### src/rtl/nes_bus_pkg.sv
// Shared NES CPU-bus definitions: register addresses and the sprite DMA state encoding.
package nes_bus_pkg;

    localparam int unsigned ADDR_W = 16;
    localparam int unsigned DATA_W = 8;

    localparam logic [ADDR_W-1:0] NES_DMA_REG_ADDR   = 16'h4014;
    localparam logic [ADDR_W-1:0] NES_SPR_DATA_ADDR  = 16'h2004;
    localparam logic [ADDR_W-1:0] NES_PPU_BASE       = 16'h2000;
    localparam logic [ADDR_W-1:0] NES_PPU_LAST       = 16'h2007;
    localparam logic [ADDR_W-1:0] NES_APU_IO_BASE    = 16'h4000;
    localparam logic [ADDR_W-1:0] NES_APU_IO_LAST    = 16'h4017;

    typedef enum logic [2:0] {
        IDLE,
        HALT,
        ALIGN,
        READ,
        WRITE
    } dma_state_t;

endpackage

### src/rtl/spr_dma_ctrl.sv
// Sprite DMA engine: snoops CPU writes to 4014h, stalls the CPU and copies a 256-byte page to 2004h.
// Define SPR_DMA_ODD_ALIGN_EN to insert the extra ALIGN cycle when the transfer starts on an odd cycle.
module spr_dma_ctrl
    import nes_bus_pkg::*;
#(
    parameter logic [ADDR_W-1:0] DMA_REG_ADDR  = NES_DMA_REG_ADDR,
    parameter logic [ADDR_W-1:0] SPR_DATA_ADDR = NES_SPR_DATA_ADDR
) (
    input  logic              clk,
    input  logic              rst,
    input  logic [ADDR_W-1:0] cpu_addr,
    input  logic [DATA_W-1:0] cpu_wdata,
    input  logic              cpu_wen,
    input  logic              cpu_ren,
    output logic [DATA_W-1:0] cpu_rdata,
    output logic              cpu_rdy,
    output logic [ADDR_W-1:0] mem_addr,
    output logic [DATA_W-1:0] mem_wdata,
    output logic              mem_wen,
    output logic              mem_ren,
    input  logic [DATA_W-1:0] mem_rdata,
    output logic              dma_busy,
    output logic              dma_done
);

    dma_state_t        state_q, state_d;
    logic [DATA_W-1:0] page_q,  page_d;
    logic [DATA_W-1:0] idx_q,   idx_d;
    logic [DATA_W-1:0] byte_q,  byte_d;
    logic              done_q,  done_d;
`ifdef SPR_DMA_ODD_ALIGN_EN
    logic              par_q;
`endif

    always_ff @(posedge clk) begin
        if (rst) begin
            state_q <= IDLE;
            page_q  <= '0;
            idx_q   <= '0;
            byte_q  <= '0;
            done_q  <= 1'b0;
        end else begin
            state_q <= state_d;
            page_q  <= page_d;
            idx_q   <= idx_d;
            byte_q  <= byte_d;
            done_q  <= done_d;
        end
    end

`ifdef SPR_DMA_ODD_ALIGN_EN
    // Free-running cycle parity, sampled in HALT to decide on the alignment cycle.
    always_ff @(posedge clk) begin
        if (rst) par_q <= 1'b0;
        else     par_q <= ~par_q;
    end
`endif

    // Next-state logic and the bus mux: CPU owns the bus only in IDLE.
    always_comb begin
        state_d   = state_q;
        page_d    = page_q;
        idx_d     = idx_q;
        byte_d    = byte_q;
        done_d    = 1'b0;
        mem_addr  = '0;
        mem_wdata = '0;
        mem_wen   = 1'b0;
        mem_ren   = 1'b0;

        unique case (state_q)
            IDLE: begin
                mem_addr  = cpu_addr;
                mem_wdata = cpu_wdata;
                mem_wen   = cpu_wen;
                mem_ren   = cpu_ren;
                if (cpu_wen && (cpu_addr == DMA_REG_ADDR)) begin
                    page_d  = cpu_wdata;
                    idx_d   = '0;
                    state_d = HALT;
                end
            end
            HALT: begin
`ifdef SPR_DMA_ODD_ALIGN_EN
                state_d = par_q ? ALIGN : READ;
`else
                state_d = READ;
`endif
            end
            ALIGN: state_d = READ;
            READ: begin
                mem_ren  = 1'b1;
                mem_addr = {page_q, idx_q};
                byte_d   = mem_rdata;
                state_d  = WRITE;
            end
            WRITE: begin
                mem_wen   = 1'b1;
                mem_addr  = SPR_DATA_ADDR;
                mem_wdata = byte_q;
                idx_d     = idx_q + 8'd1;
                if (idx_q == 8'hFF) begin
                    state_d = IDLE;
                    done_d  = 1'b1;
                end else begin
                    state_d = READ;
                end
            end
            default: state_d = IDLE;
        endcase
    end

    assign cpu_rdata = mem_rdata;
    assign cpu_rdy   = (state_q == IDLE);
    assign dma_busy  = (state_q != IDLE);
    assign dma_done  = done_q;

endmodule
### config.mk
export PLATFORM = sky130hd
export DESIGN_NAME = spr_dma_ctrl
export DESIGN_NICKNAME = d
export VERILOG_FILES = /design/src/rtl/nes_bus_pkg.sv /design/src/rtl/spr_dma_ctrl.sv
export SDC_FILE = /design/constraint.sdc
export NUM_CORES = 1
export LEC_CHECK = 0
export ABC_AREA = 1
export CAP_MARGIN = 20
export CORE_ASPECT_RATIO = 0.75
export CORE_MARGIN = 8
export CORE_UTILIZATION = 38
export CTS_BUF_LIST = sky130_fd_sc_hd__clkbuf_4
export CTS_CLUSTER_SIZE = 28
export DETAILED_ROUTE_END_ITERATION = 8
export MAX_ROUTING_LAYER = met4
export PLACE_DENSITY_LB_ADDON = 0.08
export SLEW_MARGIN = 20
export SYNTH_ARGS = -nofsm -noshare
export SYNTH_HDL_FRONTEND = slang
export SYNTH_SLANG_ARGS = --single-unit
### constraint.sdc
create_clock -name clk -period 1.45 [get_ports clk]
set_input_delay 0.435 -clock clk [delete_from_list [all_inputs] [get_ports clk]]
set_output_delay 0.435 -clock clk [all_outputs]
set_load 0.02 [all_outputs]
==> out/metrics.cfg, run 1 <==
[clock_tree]
htree_num_levels = 1
cts_sinks = 28
cts_root_buf = clkbuf_4
clk_latency_ns = 0.35
numCtsBuffers = 3
cts_tree = done
clock_path_buffers = 2
clkSlewWorstSetupHoldPaths_ns = 0.17
ctsHoldBuffers = 0

[timing]
tightest_slew_ns = 0.577
fin_hold_ws_ns = 0.488
hold_viol_final = 0
fmax_mhz = 487
rsz0062_at_grt = yes
relSlewSlack_pct = 61.5
period_share_pct = 142
fin_skew_ns = 0.00986
finalCriticalPeriod_ns = 2.05
drv_slew = 0
fin_ws_ns = -0.602
setup-violations-final = 45

[synth]
postSynthAreaPerCell_um2 = 6.72
async_flop_share_pct = 0
synth_xor_area_share_pct = 0
syn_nets = 267
synth_mux_area_share_pct = 0
synth_compound_area_share_pct = 20.6
netlist_area_um2 = 1550
yosysSeqAreaShare_pct = 36.3
synth-seq-cells = 28
synth-adder-area-share_pct = 0.810
yosys.area_share.simple_pct = 27.5
synth_cell_types = 21
synth_warnings = 0
synth_top_family_by_area = simple AND/OR/NAND/NOR gates
synthCells = 230
ys.flop_type = dfxtp_1
synth_edf_count = 0

[grt]
grt_usage_pct = 20.5
overflow = 0
grt_pass1_wl_um = 10100
grt_start_max_net_pins = 17
antenna_found_initial = 0
grt_pass1_vias = 1990

[floorplan]
rows = 20
fp.dieH_um = 71.2
dieArea_um2 = 6380
start_util_pct = 38.8
ios = 73
core_area_um2 = 3980
fp.dieW_um = 89.6

[cells_and_area]
nets = 390
area_growth_syn_to_layout_pct = 113
final_core_util_pct = 82.8
drive_above_1_share_pct = 49.7
n_antenna_cell = 0
layout_common_cells = 47 x buf_4, 46 x buf_6, 31 x nor2_1
layout_commonest_cell = buf_4

[pwr]
seq_power_share_pct = 29.0
p_leak_uw = 0.00147
internal_power_uw = 1720
comb_power_share_pct = 57.6
power_density_nw_per_um2 = 837
swShare_pct = 37.7
ir_drop_mv = 0.632
net-switching-power_uw = 1040
power_frac_clock_pct = 13.3

[detailed_routing]
viasPerCell = 5.06
wl_per_cell_um = 16.5
firstDrtPassIters = 4
dr_total_vias = 2060
totalWireLength_um = 6700
drc = 0
antenna_left = 0
drt_iter0_markers = 265

[critical_path]
timing.rr.end = page_q[2]$_SDFFE_PP0P_
critical_path_class = register to primary output
end_kind = primary output
reg2reg_from = state_q[0]$_SDFFE_PP0P_
critPathLaunchType = register
cp_data_required_time_ns = 1.02
cp_max_fo = 5
r2r_cells = 11
ff2ff_setup_slack_ns = -0.35
arrival_ns = 1.62

[placed_design]
port_buffers = 72
pre_cts_ws_ns = -0.841
routabilityCongestion = 0.915
hpwl_um = 4550

[run_status]
status = finished with violations
violations = negative setup slack

[job]
drv_cap = 0

[min_path]
min-delay-start = mem_rdata[6]
hold_depth = 3
whs_endpoint = byte_q[6]$_SDFFE_PP0N_
hp-class = input port to register

==> worst max-delay path by stage <==
| stage | slack (ns) | end | depth (start not counted) | start |
|---|---|---|---|---|
| after floorplan | -0.13 | mem_addr[2] | 5 | state_q[0]$_SDFFE_PP0P_ |
| after global placement | -0.82 | mem_addr[13] | 4 | cpu_addr[13] |
| after detailed placement | -0.84 | mem_addr[13] | 4 | cpu_addr[13] |
| after CTS | -0.56 | mem_addr[2] | 7 | state_q[1]$_SDFFE_PP0P_ |
| after global routing | -0.67 | mem_addr[6] | 7 | state_q[0]$_SDFFE_PP0P_ |
| final | -0.60 | mem_addr[6] | 7 | state_q[0]$_SDFFE_PP0P_ |
==> layer usage <==
| layer | share of wire, % | track usage [%] | wire length, µm |
|---|---|---|---|
| met4 | 0.79 | 3.68 | 53 |
| met5 | 0 | - | 0 |
| met2 | 47 | 30.8 | 3130 |
| met1 | 42 | 27.2 | 2820 |
| met3 | 10 | 5.03 | 691 |
==> Yosys cell counts (4+ instances only) <==
cell type  count  share of area (%)
nor2_1        36                8.7
o21ai_0       28                9.1
a21oi_1        7                2.3
nand2_1       38                9.2
o22ai_1        4                1.6
nand3_1       16                5.2
dfxtp_1       28                 36
o21ai_1        8                2.6
inv_1         26                6.3
buf_2          5                1.6
buf_4         10                4.9
a22o_1         8                4.5
==> through the flow <==
step | power [µW] | setup TNS (ns) | cell area (µm²) | cells
5_1_grt | 2860 | -22.24 | 3290 | 407
3_5_place_dp | 2080 | -32.38 | 2850 | 386
6_report | 2760 | -19.83 | 3290 | 407
4_1_cts | 2630 | -16.33 | 3140 | 396
2_1_floorplan | 1470 | -1.33 | 1820 | 230
3_3_place_gp | 2070 | -32.34 | 2850 | 386
==> flip-flops by register name (all words and copies together), names as in the netlist <==
name,cells
idx_q,8
page_q,8
byte_q,8
dma_done,1
state_q,3
==> timing repair <==
item,CTS,global route
endpoints found under the setup margin,54,48
pin swaps,10,10
resized for setup,285,24
cloned,1,1
buffers inserted,5,10
==> power groups by stage <==
stage | sequential, µW | combinational [µW] | clock (µW)
after floorplan | 812 | 660 | 0
after global placement | 813 | 1260 | 0
after detailed placement | 813 | 1270 | 0
after CTS | 799 | 1480 | 357
after global routing | 802 | 1660 | 397
final | 801 | 1590 | 368
==> worst max-delay path, stage by stage, from the launching register on <==
cell and delay [ns]:
dfxtp_2 0.37, nor2_4 0.14, inv_2 0.05, nor2_4 0.18, inv_2 0.10, buf_8 0.15, o22ai_4 0.12, buf_6 0.14
==> layout make-up <==
class / instances / area [µm²]
repair buffers: 135 / 1320
flip-flops and latches: 28 / 567
repair inverters: 1 / 6.26
inverters: 29 / 116
well taps: 55 / 68.8
clock buffers: 3 / 22.5
fillers: 241 / 684
multi-input cells: 155 / 1190
clock inverters: 1 / 3.75
==> logic make-up (layout without fill, tap and decap cells) <==
logic type	after synthesis	count (layout)
fa+ha+maj	1	1
buf+inv	47	169
compound gates	56	56
flops	28	28
simple gates	98	98
Note: power is estimated with default switching activity, not from simulation.
==> run 2, diff against run 1 <==
--- a/config.mk
+++ b/config.mk
@@ -10,7 +10,8 @@
 export CORE_ASPECT_RATIO = 0.75
 export CORE_MARGIN = 8
 export CORE_UTILIZATION = 38
-export CTS_BUF_LIST = sky130_fd_sc_hd__clkbuf_4
+export CTS_BUF_LIST = sky130_fd_sc_hd__clkbuf_4 sky130_fd_sc_hd__clkbuf_8
+export CTS_CLUSTER_DIAMETER = 50
 export CTS_CLUSTER_SIZE = 28
 export DETAILED_ROUTE_END_ITERATION = 8
 export MAX_ROUTING_LAYER = met4
==> run 2 against run 1 <==
  * Largest power group unchanged
  * Cell area increased by 1.6%
  * First-iteration DRC count decreased by 23%
  * Die area unchanged
  * The flow still finishes with violations (negative setup slack)
  * Highest routed layer unchanged
  * Clock-buffer cell count increased by 1
  * Worst setup slack improved by 0.11 ns
==> out/metrics.cfg, run 2 (synthesized netlist as in run 1, its figures left out) <==
[run_status]
status = finished with violations
violations = negative setup slack

[pwr]
p_leak_uw = 0.00152  ; +3.6%
power_density_nw_per_um2 = 874  ; +4.4%
ir_drop_mv = 0.591  ; -6.4%

[grt]
antenna_found_initial = 0  ; unchanged
grt_usage_pct = 21.5  ; +0.99 points
overflow = 0  ; unchanged
grt_pass1_wl_um = 10300  ; +2.6%
grt_pass1_vias = 2018  ; +1.4%
grt_start_max_net_pins = 17  ; unchanged

[cells_and_area]
top_regs = byte_q (8), idx_q (8), page_q (8)
stdcell_count = 406  ; -0.25%
area_growth_syn_to_layout_pct = 117
layout_common_cells = 46 x buf_6, 44 x buf_4, 28 x nor2_1
final_core_util_pct = 84.1  ; +1.3 points
nets = 388  ; -0.51%
drive_above_1_share_pct = 50.9  ; +1.1 points
layout_commonest_cell = buf_6

[critical_path]
critical_path_class = register to primary output
cp_max_fo = 6  ; +1
cp_data_required_time_ns = 1.02  ; about the same
startpoint = state_q[0]$_SDFFE_PP0P_
timing.rr.end = page_q[5]$_SDFFE_PP0P_
reg2reg_from = state_q[0]$_SDFFE_PP0P_
arrival_ns = 1.50  ; -0.12 ns
end_kind = primary output
critPathLaunchType = register
crit_path_end = mem_addr[8]
r2r_cells = 11  ; unchanged
ff2ff_setup_slack_ns = -0.30  ; +0.05 ns

[detailed_routing]
drt_iter0_markers = 205  ; -23%
drc = 0  ; unchanged
totalWireLength_um = 6970  ; +4.1%
dr_total_vias = 2082  ; +1.1%
antenna_left = 0  ; unchanged
firstDrtPassIters = 4  ; unchanged
wl_per_cell_um = 17.2  ; +4.4%
viasPerCell = 5.13  ; +1.3%

[clock_tree]
cts_tree = done
cts_sinks = 28  ; unchanged
htree_num_levels = 1  ; unchanged
clkSlewWorstSetupHoldPaths_ns = 0.11  ; -0.06 ns
numCtsBuffers = 3  ; unchanged
clock_path_buffers = 2  ; unchanged
ctsHoldBuffers = 0  ; unchanged
clk_latency_ns = 0.29  ; -0.06 ns
cts_root_buf = clkbuf_8

[timing]
period_share_pct = 134  ; -7.9 points
fmax_mhz = 516  ; +5.9%
fin_ws_ns = -0.487  ; +0.115 ns
relSlewSlack_pct = 63.6  ; +2.1 points
tightest_slew_ns = 0.545  ; -0.0320 ns
tns_ns = -16.01  ; +3.82 ns
drv_slew = 0  ; unchanged
fin_skew_ns = 0.0129  ; +0.00302 ns
rsz0062_at_grt = yes
setup-violations-final = 45  ; unchanged
finalCriticalPeriod_ns = 1.94  ; -0.115 ns
hold_viol_final = 0  ; unchanged

[job]
drv_cap = 0  ; unchanged

[floorplan]
fp.dieH_um = 71.2  ; unchanged
dieArea_um2 = 6380  ; unchanged
fp.dieW_um = 89.6  ; unchanged
rows = 20  ; unchanged
ios = 73  ; unchanged
start_util_pct = 38.8  ; unchanged
core_area_um2 = 3980  ; unchanged

[placed_design]
pre_cts_ws_ns = -0.841  ; unchanged
port_buffers = 72  ; unchanged
routabilityCongestion = 0.915  ; unchanged
dp_cells = 386  ; unchanged
hpwl_um = 4550  ; unchanged

[min_path]
hp-class = register to register
min-delay-start = byte_q[1]$_SDFFE_PP0N_

==> run 2: cell count changes in the layout (fill, tap and decap cells not counted), moves of 3 or more <==
cell / before / now
clkdlybuf4s50_1: 22 / 15
clkbuf_8: 0 / 4
dlygate4sd2_1: 13 / 17
dlymetal6s2s_1: 0 / 4
nand2_2: 9 / 5
buf_4: 47 / 44
clkbuf_4: 3 / 0
nand2_1: 20 / 23
nor2_1: 31 / 28
==> run 2: cell type report <==
class                           count  area [µm²]
Multi-Input combinational cell    155        1210
Timing Repair inverter              1        6.26
Inverter                           29         114
Timing Repair Buffer              133        1330
Antenna cell                        1        2.50
Sequential cell                    28         567
Clock buffer                        4        55.1
Fill cell                         225         633
Tap cell                           55        68.8
==> run 2: stage by stage <==
stage | hold slack [ns] | total power, µW | area [µm²]
3_3_place_gp | 0.500 | 2070 | 2850
3_5_place_dp | 0.505 | 2080 | 2850
2_1_floorplan | 0.474 | 1470 | 1820
4_1_cts | 0.535 | 2790 | 3190
6_report | 0.537 | 2920 | 3350
5_1_grt | 0.561 | 3020 | 3340
==> run 2: what timing repair did <==
| item | 4_1_cts | 5_1_grt |
|---|---|---|
| endpoints found under the setup margin | 54 | 47 |
| buffers inserted | 5 | 9 |
| hold endpoints to repair | 0 | 0 |
| gates resized for setup | 298 | 27 |
| pin swaps | 13 | 9 |
| gates cloned | 1 | 1 |
==> run 2: critical path, cell delays in order, from the launching register on <==
cell     delay (ns)
dfxtp_2        0.35
nor2_4         0.13
inv_2          0.06
nor2_4         0.12
buf_4          0.15
buf_8          0.14
nand2_4        0.06
o21ai_4        0.06
buf_6          0.13
==> run 2: power by group <==
group	switching, µW	total, µW	internal [µW]
combinational	773	1610	834
sequential	13.6	799	785
clock	274	519	244
==> run 2: routing by layer <==
layer	share of wire (%)	GRT usage [%]	wire (µm)
met1	41	27.6	2860
met2	47	31.8	3300
met3	9.6	5.14	669
met4	2.2	7.72	150
met5	0	-	0
==> run 2: worst min path at each step <==
stage                             endpoint  slack (ns)  depth (start not counted)
CTS                 byte_q[1]$_SDFFE_PP0N_        0.54                          2
finish              byte_q[1]$_SDFFE_PP0N_        0.54                          2
detailed placement  byte_q[1]$_SDFFE_PP0N_        0.50                          2
floorplan            idx_q[0]$_SDFFE_PP0P_        0.47                          1
global route        byte_q[5]$_SDFFE_PP0N_        0.56                          3
global placement    byte_q[1]$_SDFFE_PP0N_        0.50                          2
